$ cat src/rtl/simd_mem_arb_pkg.sv
// Shared definitions for the SIMD memory request arbiter.
// Holds the arbiter FSM state encoding and a helper that sizes requester
// index fields so that a single-requester build still gets a 1-bit field.
package simd_mem_arb_pkg;

  typedef enum logic [1:0] {
    ARB_IDLE  = 2'd0,
    ARB_ISSUE = 2'd1,
    ARB_WAIT  = 2'd2
  } arb_state_e;

  function automatic int idx_width(input int n);
    return (n > 1) ? $clog2(n) : 1;
  endfunction

endpackage

$ cat src/rtl/simd_mem_req_arbiter_rr_arbiter.sv
// Round-robin requester selection.
// Ports:
//   req_i        request vector, one bit per requester
//   last_grant_i index of the most recently granted requester
//   grant_o      one-hot winner (all zero when nothing requests)
//   grant_idx_o  binary index of the winner
//   any_grant_o  high when some requester won
// The search starts one past last_grant_i and wraps, so the previous
// winner has the lowest priority on the next decision.
module rr_arbiter
  import simd_mem_arb_pkg::*;
#(
  parameter int NUM_REQ = 4,
  parameter int IDX_W   = idx_width(NUM_REQ)
) (
  input  logic [NUM_REQ-1:0] req_i,
  input  logic [IDX_W-1:0]   last_grant_i,
  output logic [NUM_REQ-1:0] grant_o,
  output logic [IDX_W-1:0]   grant_idx_o,
  output logic               any_grant_o
);

  logic [IDX_W-1:0] cand;

  always_comb begin
    grant_o     = '0;
    grant_idx_o = '0;
    any_grant_o = 1'b0;
    cand        = '0;
    for (int off = 1; off <= NUM_REQ; off++) begin
      cand = IDX_W'((int'(last_grant_i) + off) % NUM_REQ);
      if (!any_grant_o && req_i[cand]) begin
        any_grant_o       = 1'b1;
        grant_idx_o       = cand;
        grant_o[cand]     = 1'b1;
      end
    end
  end

endmodule

$ cat src/rtl/simd_mem_req_arbiter.sv
// Arbitrates NUM_REQ requesters onto one shared AXI request splitter.
// Ports:
//   clk, reset          clock (rising edge), synchronous active-high reset
//   req_valid/addr/size per-requester request, addr/size flattened by index
//   req_ready           one-hot acceptance pulse in the grant cycle
//   split_addr(_valid)  latched address and one-cycle strobe to the splitter
//   split_req_size      latched size to the splitter
//   split_sm_complete   splitter idle/done
//   split_out_valid     splitter emitted one AXI sub-request
//   resp_done           one AXI sub-request retired
//   grant_id            requester currently owning the splitter
//   outstanding         in-flight sub-request count
//   busy                arbiter not idle
// Flow: IDLE (grant) -> ISSUE (strobe) -> WAIT (until splitter complete).
module simd_mem_req_arbiter
  import simd_mem_arb_pkg::*;
#(
  parameter  int NUM_REQ         = 4,
  parameter  int ADDR_WIDTH      = 64,
  parameter  int REQ_SIZE_WIDTH  = 16,
  parameter  int MAX_OUTSTANDING = 8,
  localparam int IDX_W           = idx_width(NUM_REQ),
  localparam int CNT_W           = $clog2(MAX_OUTSTANDING + 1)
) (
  input  logic                              clk,
  input  logic                              reset,
  input  logic [NUM_REQ-1:0]                req_valid,
  input  logic [NUM_REQ*ADDR_WIDTH-1:0]     req_addr,
  input  logic [NUM_REQ*REQ_SIZE_WIDTH-1:0] req_size,
  output logic [NUM_REQ-1:0]                req_ready,
  output logic [ADDR_WIDTH-1:0]             split_addr,
  output logic                              split_addr_valid,
  output logic [REQ_SIZE_WIDTH-1:0]         split_req_size,
  input  logic                              split_sm_complete,
  input  logic                              split_out_valid,
  input  logic                              resp_done,
  output logic [IDX_W-1:0]                  grant_id,
  output logic [CNT_W-1:0]                  outstanding,
  output logic                              busy
);

  // A new grant needs room for a worst-case two-way split.
  localparam logic [CNT_W-1:0] GRANT_LIMIT = CNT_W'(MAX_OUTSTANDING - 2);

  arb_state_e                state_q;
  logic [IDX_W-1:0]          last_grant_q;
  logic [IDX_W-1:0]          grant_id_q;
  logic [ADDR_WIDTH-1:0]     addr_q;
  logic [REQ_SIZE_WIDTH-1:0] size_q;
  logic [CNT_W-1:0]          cnt_q;
  logic [CNT_W-1:0]          cnt_d;

  logic [NUM_REQ-1:0]        gnt_onehot;
  logic [IDX_W-1:0]          gnt_idx;
  logic                      gnt_any;
  logic                      grant_fire;
  logic                      dec_ok;

  rr_arbiter #(
    .NUM_REQ (NUM_REQ),
    .IDX_W   (IDX_W)
  ) u_rr (
    .req_i        (req_valid),
    .last_grant_i (last_grant_q),
    .grant_o      (gnt_onehot),
    .grant_idx_o  (gnt_idx),
    .any_grant_o  (gnt_any)
  );

  // Reset gates the grant so nothing is accepted in a reset cycle.
  assign grant_fire = !reset && (state_q == ARB_IDLE) && gnt_any &&
                      (cnt_q <= GRANT_LIMIT) && split_sm_complete;

  always_ff @(posedge clk) begin
    if (reset) begin
      state_q      <= ARB_IDLE;
      last_grant_q <= IDX_W'(NUM_REQ - 1);
      grant_id_q   <= '0;
      addr_q       <= '0;
      size_q       <= '0;
    end else begin
      case (state_q)
        ARB_IDLE: begin
          if (grant_fire) begin
            state_q      <= ARB_ISSUE;
            last_grant_q <= gnt_idx;
            grant_id_q   <= gnt_idx;
            addr_q       <= req_addr[int'(gnt_idx)*ADDR_WIDTH +: ADDR_WIDTH];
            size_q       <= req_size[int'(gnt_idx)*REQ_SIZE_WIDTH +: REQ_SIZE_WIDTH];
          end
        end
        ARB_ISSUE: state_q <= ARB_WAIT;
        ARB_WAIT:  if (split_sm_complete) state_q <= ARB_IDLE;
        default:   state_q <= ARB_IDLE;
      endcase
    end
  end

  // A retirement with nothing in flight is spurious and dropped; a
  // simultaneous emit and retire cancel out.
  assign dec_ok = resp_done && (cnt_q != '0);

  always_comb begin
    cnt_d = cnt_q;
    if (split_out_valid && !dec_ok) cnt_d = cnt_q + CNT_W'(1);
    else if (!split_out_valid && dec_ok) cnt_d = cnt_q - CNT_W'(1);
  end

  always_ff @(posedge clk) begin
    if (reset) cnt_q <= '0;
    else       cnt_q <= cnt_d;
  end

  assign req_ready        = grant_fire ? gnt_onehot : '0;
  assign split_addr_valid = (state_q == ARB_ISSUE) && !reset;
  assign busy             = (state_q != ARB_IDLE) && !reset;
  assign split_addr       = addr_q;
  assign split_req_size   = size_q;
  assign grant_id         = grant_id_q;
  assign outstanding      = cnt_q;

endmodule

$ cat config.mk
export PLATFORM = sky130hd
export DESIGN_NAME = simd_mem_req_arbiter
export DESIGN_NICKNAME = d
export VERILOG_FILES = /design/src/rtl/simd_mem_arb_pkg.sv /design/src/rtl/simd_mem_req_arbiter_rr_arbiter.sv /design/src/rtl/simd_mem_req_arbiter.sv
export SDC_FILE = /design/constraint.sdc
export NUM_CORES = 1
export LEC_CHECK = 0
export ABC_AREA = 1
export BUFFER_PORTS_ARGS = -buffer_cell sky130_fd_sc_hd__buf_4
export CORE_AREA = 2 2 162 164
export CTS_CLUSTER_SIZE = 8
export DETAILED_ROUTE_END_ITERATION = 12
export DIE_AREA = 0 0 164 166
export HOLD_SLACK_MARGIN = 0.05
export SYNTH_ARGS = -nofsm -noshare
export SYNTH_HDL_FRONTEND = slang
export SYNTH_SLANG_ARGS = --single-unit
$ cat constraint.sdc
create_clock -name clk -period 2.45 [get_ports clk]
set_input_delay 0.1225 -clock clk [delete_from_list [all_inputs] [get_ports clk]]
set_output_delay 0.1225 -clock clk [all_outputs]
set_load 0.05 [all_outputs]
Yosys cells after proc, flatten, opt, wreduce, memory -nomap -nowiden
Cells that the tools add are included.

storage, ports and cells
  register bits = 90
  input port bits = 329
  logic and storage cells = 92
  output and inout port bits = 92

cells by class
  eq/ne operators = 4
  reduce and logical (&&, ||, !) cells = 28
  mux-type cells = 34
  add/subtract/negate cells = 6
  magnitude comparators = 9
  bitwise logic cells = 3
  shift operators = 2

operators by type and width
  cell                   count
  $shiftx A256 B9 Y64    1
  $shiftx A64 B7 Y16     1
  $mux W4                7
  $logic_and A1 B1 Y1    16
  $lt A2 B3 Y1 const B   4
  $mux W1                12
  $mux W2                6
  $or A4 B4 Y4           3
  $bmux W1 S2            4
  $demux W1 S2           4
  $ge A2 B1 Y1 const B   4
  $logic_not A1 Y1       6
  $pmux W2 S3            1
  $add A2 B1 Y2 const B  2
  $add A2 B2 Y2 const B  2
  $add A4 B1 Y4 const B  1
  $le A4 B3 Y1 const B   1
  $ne A2 B2 Y1 const B   2
  $reduce_and A2 Y1      2
  $reduce_bool A2 Y1     2
  $reduce_bool A4 Y1     1
  $sub A4 B1 Y4 const B  1
  $eq A2 B1 Y1 const B   1
  $eq A2 B2 Y1 const B   1
  $logic_not A2 Y1       1

Longest topological paths before layout
  depth in word-level cells = 18
  mapped depth = 18
  depth with buffers taken out = 15

By module
Synthesis repeated with hierarchy kept, for this count alone.

second synthesis, totals
  cells, all modules = 1028
  area total of the unflattened synthesis = 6134.6 um^2

by module, submodules not included
  module                seq. area each (um^2)  instances  area an instance (um^2)  cells each
  simd_mem_req_arbiter  1801.7                 1          5676.7                   954
  rr_arbiter            0.0                    1          457.9                    74

Worst setup path before layout
No wires, ideal clock.

  path type = reg2reg
  start = register cnt_q[0], in the netlist outstanding[0]
  end = register cnt_q[3], in the netlist outstanding[3]
  clock period less this slack = 2403 ps
  setup time = 120 ps
  setup slack = 47 ps
  buffers on the path = 0
  stages on the path, launching flop included = 12
  data arrival time = 2283 ps
  required time = 2330 ps
  path through = dfxtp_1 o41ai_1 ha_1 inv_1 ha_1 and3_1 a211oi_1 nor2_1 nor2_1 nand2_1 o21ai_0 a21oi_1

on the way
  longest elaborated chain between the ends = 5
  elaborated cells on any way between the ends = 10
  classes of those cells = 2 x add/sub; 2 x mux; 6 x reduce/logical

ends and longest elaborated chain
  item                                                   line                         source
  from (decl)                                            simd_mem_req_arbiter.sv:50   logic [CNT_W-1:0] cnt_q;
  from (signal assigned)                                 simd_mem_req_arbiter.sv:111  else cnt_q <= cnt_d;
  branches (longest 5 deep; another with $sub A4 B1 Y4)  n/a

Parallel ways; which one is timed is not known. The select of a mux whose other input is x is not followed.
A chain may end at the register's enable or synchronous reset.

Final worst setup path
  start = register last_grant_q[1]
  end = output port req_ready[3]

on the way
  longest elaborated chain between the ends = 17
  elaborated cells on any way between the ends = 53
  classes of those cells = 4 x add/sub; 8 x order compare; 25 x mux; 3 x bitwise; 13 x reduce/logical

ends and longest elaborated chain
  item                                                   line                         source
  from (decl)                                            simd_mem_req_arbiter.sv:46   logic [IDX_W-1:0] last_grant_q;
  from (signal assigned)                                 simd_mem_req_arbiter.sv:77   last_grant_q <= IDX_W'(NUM_REQ - 1);
  from (signal assigned)                                 simd_mem_req_arbiter.sv:86   last_grant_q <= gnt_idx;
  branches (longest 16 deep; another with $lt A2 B3 Y1)  n/a
  $mux W4 (*)                                            simd_mem_req_arbiter.sv:114  assign req_ready = grant_fire ? gnt_onehot : '0;
  to (decl)                                              simd_mem_req_arbiter.sv:30   output logic [NUM_REQ-1:0] req_ready,

Mark *: on every way between the ends. The select of a mux whose other input is x is not followed.

==> impl_metrics.ini <==
[status]
status = completed

[worst_setup_path]
worstPathCellList = inv_1 > ha_4 > inv_1 > nand2_1 > nand2_2 > nor2_4 > nand4_1 > o21ai_0 > nand2_1 > inv_1 > buf_4
arrival_ps = 2210
critPathBufInv = 4
path_delay_family = simple AND/OR/NAND/NOR gates
worstPathMaxFanout = 6
cpMostUsedCell = inv_1
worstPathRequired_ps = 2330
critPathSlowestCell = dfxtp_1
critPathCaptureType = output pin
worst_path_largest_cell_delay_ps = 330
crit_type = register to output pin
start_kind = register

[pwr]
pwr-share-clk_pct = 11.2
peakVddDrop_mv = 0.565
powerDensity_mw_per_mm2 = 1130
p_switching_mw = 6.68
p_sw_share_pct = 52.9
pwr-share-comb_pct = 71.4
p_int_mw = 5.95
p_leak_nw = 6.66
power_frac_seq_pct = 17.4

[clocking]
path_clk_slew_ps = 70
cts.hold.buffers_added = 0
root_buffer = clkbuf_16
cts_tree = built
clk_latency_ps = 350
numClockSinks = 90
cts_buffers = 9
ctsLongestPathBuffers = 2
cts_htree_levels = 3

[timing]
relSlewSlack_pct = 54.4
final.setup_skew_ps = 8.81
worst_pin_slew_ps = 684
hold-worst-slack_ps = 106
slew_viol_final = 0
fin_crit_ps = 2340
finalHoldViolCount = 0
setup_tns_ps = 0
max_freq_mhz = 428
rsz0062_at_grt = true
setup_viol = 0
post-route-period-util_pct = 95.3

[final_layout]
final_cells = 2031
synthToLayoutAreaGrowth_pct = 58.2
post-route-util_pct = 43.8
layout-drive-gt1-share_pct = 29.4
nets = 2032
antenna-diode-count = 0

[floorplanning]
dieArea_mm2 = 0.0272
initial_core_util_pct = 27.7
die_x_um = 164
num_io_pins = 421
coreArea_mm2 = 0.0256
rows = 59
die_height_um = 166

[synthesis]
synthesis.area_mm2 = 0.00709
syn-num-nets = 1643
yosys_warnings = 0
syn_area_per_cell_um2 = 5.44
ys_seq_area_share_pct = 25.4
synth_cell_types = 33
yosys_register_bits = 90
synthCells = 1302

[route]
detail_route.first_pass.iterations = 5
ant_nets = 0
wl_per_cell_um = 14.8
route.detailed.drc = 0
drtIter0Drc = 701
drt_wl_total_mm = 30.0
vias = 9263
via_per_inst = 4.56

[place]
numPortBuffers = 420
gp_congestion = 0.892
placed_cells_incl_taps = 2008
dp_hpwl_mm = 22.1

[global_routing]
grt_max_degree = 63
grt-ovfl-total = 0
grtUsageTotal_pct = 20.5
grt_pass1_wl_mm = 44.5
grt_pass1_vias = 8556
grt_antenna_before_repair = 0

[job]
maxCapViolCount = 0

[min_path]
min_path_type = input port to register
-- worst min-delay path: cells and delay by family --
| kind | cells | cell delay (ps) |
|---|---|---|
| buffers and inverters | 1 | 80 |
| and+or+nand+nor | 4 | 220 |
-- power groups by stage --
stage | clock (mW) | combinational [mW] | sequential [mW]
global placement | 0 | 8.37 | 2.21
finish | 1.42 | 9.02 | 2.20
detailed placement | 0 | 8.41 | 2.22
CTS | 1.48 | 8.58 | 2.19
floorplan | 0 | 4.22 | 3.70
global route | 1.52 | 9.81 | 2.25
-- logic make-up after synthesis --
| kind of cell | count (synthesis) | synth area share [%] |
|---|---|---|
| XOR/XNOR | 1 | 0.124 |
| flip-flops | 90 | 25.4 |
| buffers and inverters | 305 | 17.5 |
| AO/OA/AOI/OAI | 28 | 2.35 |
| AND/OR/NAND/NOR | 866 | 52.4 |
| adder cells (fa/ha/maj) | 12 | 2.22 |
-- path summary, 6_finish.rpt --
check                          startpoint  depth (start not counted)  slack (ps)                              end
max reg2reg  last_grant_q[1]$_SDFFE_PP1P_                         13         170      split_addr[41]$_SDFFE_PP0P_
min                          req_size[26]                          5         110  split_req_size[10]$_SDFFE_PP0P_
max          last_grant_q[1]$_SDFFE_PP1P_                         11         110                     req_ready[3]
min reg2reg      grant_id[1]$_SDFFE_PP0P_                          2         470         grant_id[1]$_SDFFE_PP0P_
-- metal layers --
layer  track usage (%)  vias to the layer above  routed length (um)
met5                 0                        -                   0
met4              6.37                        0                 692
met3              4.72                       40                2360
met2              36.2                      381               14800
met1              24.5                     4102               12200
li1                  -                     4740                   -
-- Yosys cell counts --
cell,count,area (um^2)
nand2_1,411,1540
nand3_1,248,1240
inv_1,218,818
nor2_1,150,563
dfxtp_1,90,1800
and3_1,41,257
clkbuf_1,40,150
buf_2,21,105
buf_4,15,113
ha_1,11,138
o21ai_0,9,45.0
a21oi_1,6,30.0
nand2_2,6,37.5
inv_2,5,18.8
buf_1,4,15.0
o22ai_1,4,25.0
a31oi_1,3,18.8
nand4_1,3,18.8
and2_1,2,12.5
o211ai_1,2,15.0
a211oi_1,1,7.51
a21boi_0,1,7.51
a21oi_2,1,8.76
buf_6,1,11.3
fa_1,1,20.0
inv_4,1,6.26
nand2_4,1,11.3
nand3_2,1,10.0
nor2_2,1,6.26
nor2_4,1,11.3
o41ai_1,1,8.76
or2_2,1,6.26
xor2_1,1,8.76
-- layout by cell type, fill, tap and decap left out, types with 7 or more instances in the layout --
master / netlist / routed
buf_4: 15 / 440
dfxtp_1: 90 / 89
nand3_1: 248 / 247
and3_1: 41 / 41
nor2_1: 150 / 149
o21ai_0: 9 / 9
ha_1: 11 / 9
buf_12: 0 / 11
clkbuf_16: 0 / 13
inv_1: 218 / 218
nand2_2: 6 / 7
nand2_1: 411 / 408
-- state kept, by name, summed over array words and instances (netlist names) --
| register | flops |
|---|---|
| state_q | 2 |
| grant_id | 2 |
| split_addr | 64 |
| last_grant_q | 2 |
| split_req_size | 16 |
| outstanding | 4 |
-- stage by stage --
| step | total power, mW | cell area, um^2 | worst slack, ps |
|---|---|---|---|
| 3_5_place_dp | 10.6 | 10700 | 1.31 |
| 4_1_cts | 12.3 | 11000 | -1.69 |
| 2_1_floorplan | 7.92 | 7090 | 47.3 |
| 5_1_grt | 13.6 | 11200 | -32.2 |
| 3_3_place_gp | 10.6 | 10700 | 51.5 |
| 6_report | 12.6 | 11200 | 114 |
-- cell type report --
type / instances / area (um^2)
clock inverter: 4 / 52.6
multi-input combinational: 907 / 4120
timing repair buffer: 459 / 3730
fill: 2791 / 14400
tap: 335 / 419
sequential: 90 / 1800
clock buffer: 12 / 236
inverter: 224 / 853
-- timing repair --
action                     4_1_cts  5_1_grt
pin swaps                        0        3
setup endpoints to repair        8       88
gates resized for setup          4       13
buffers inserted                 0        2
cloned                           1        4
Power figures use the tool's default switching activity.
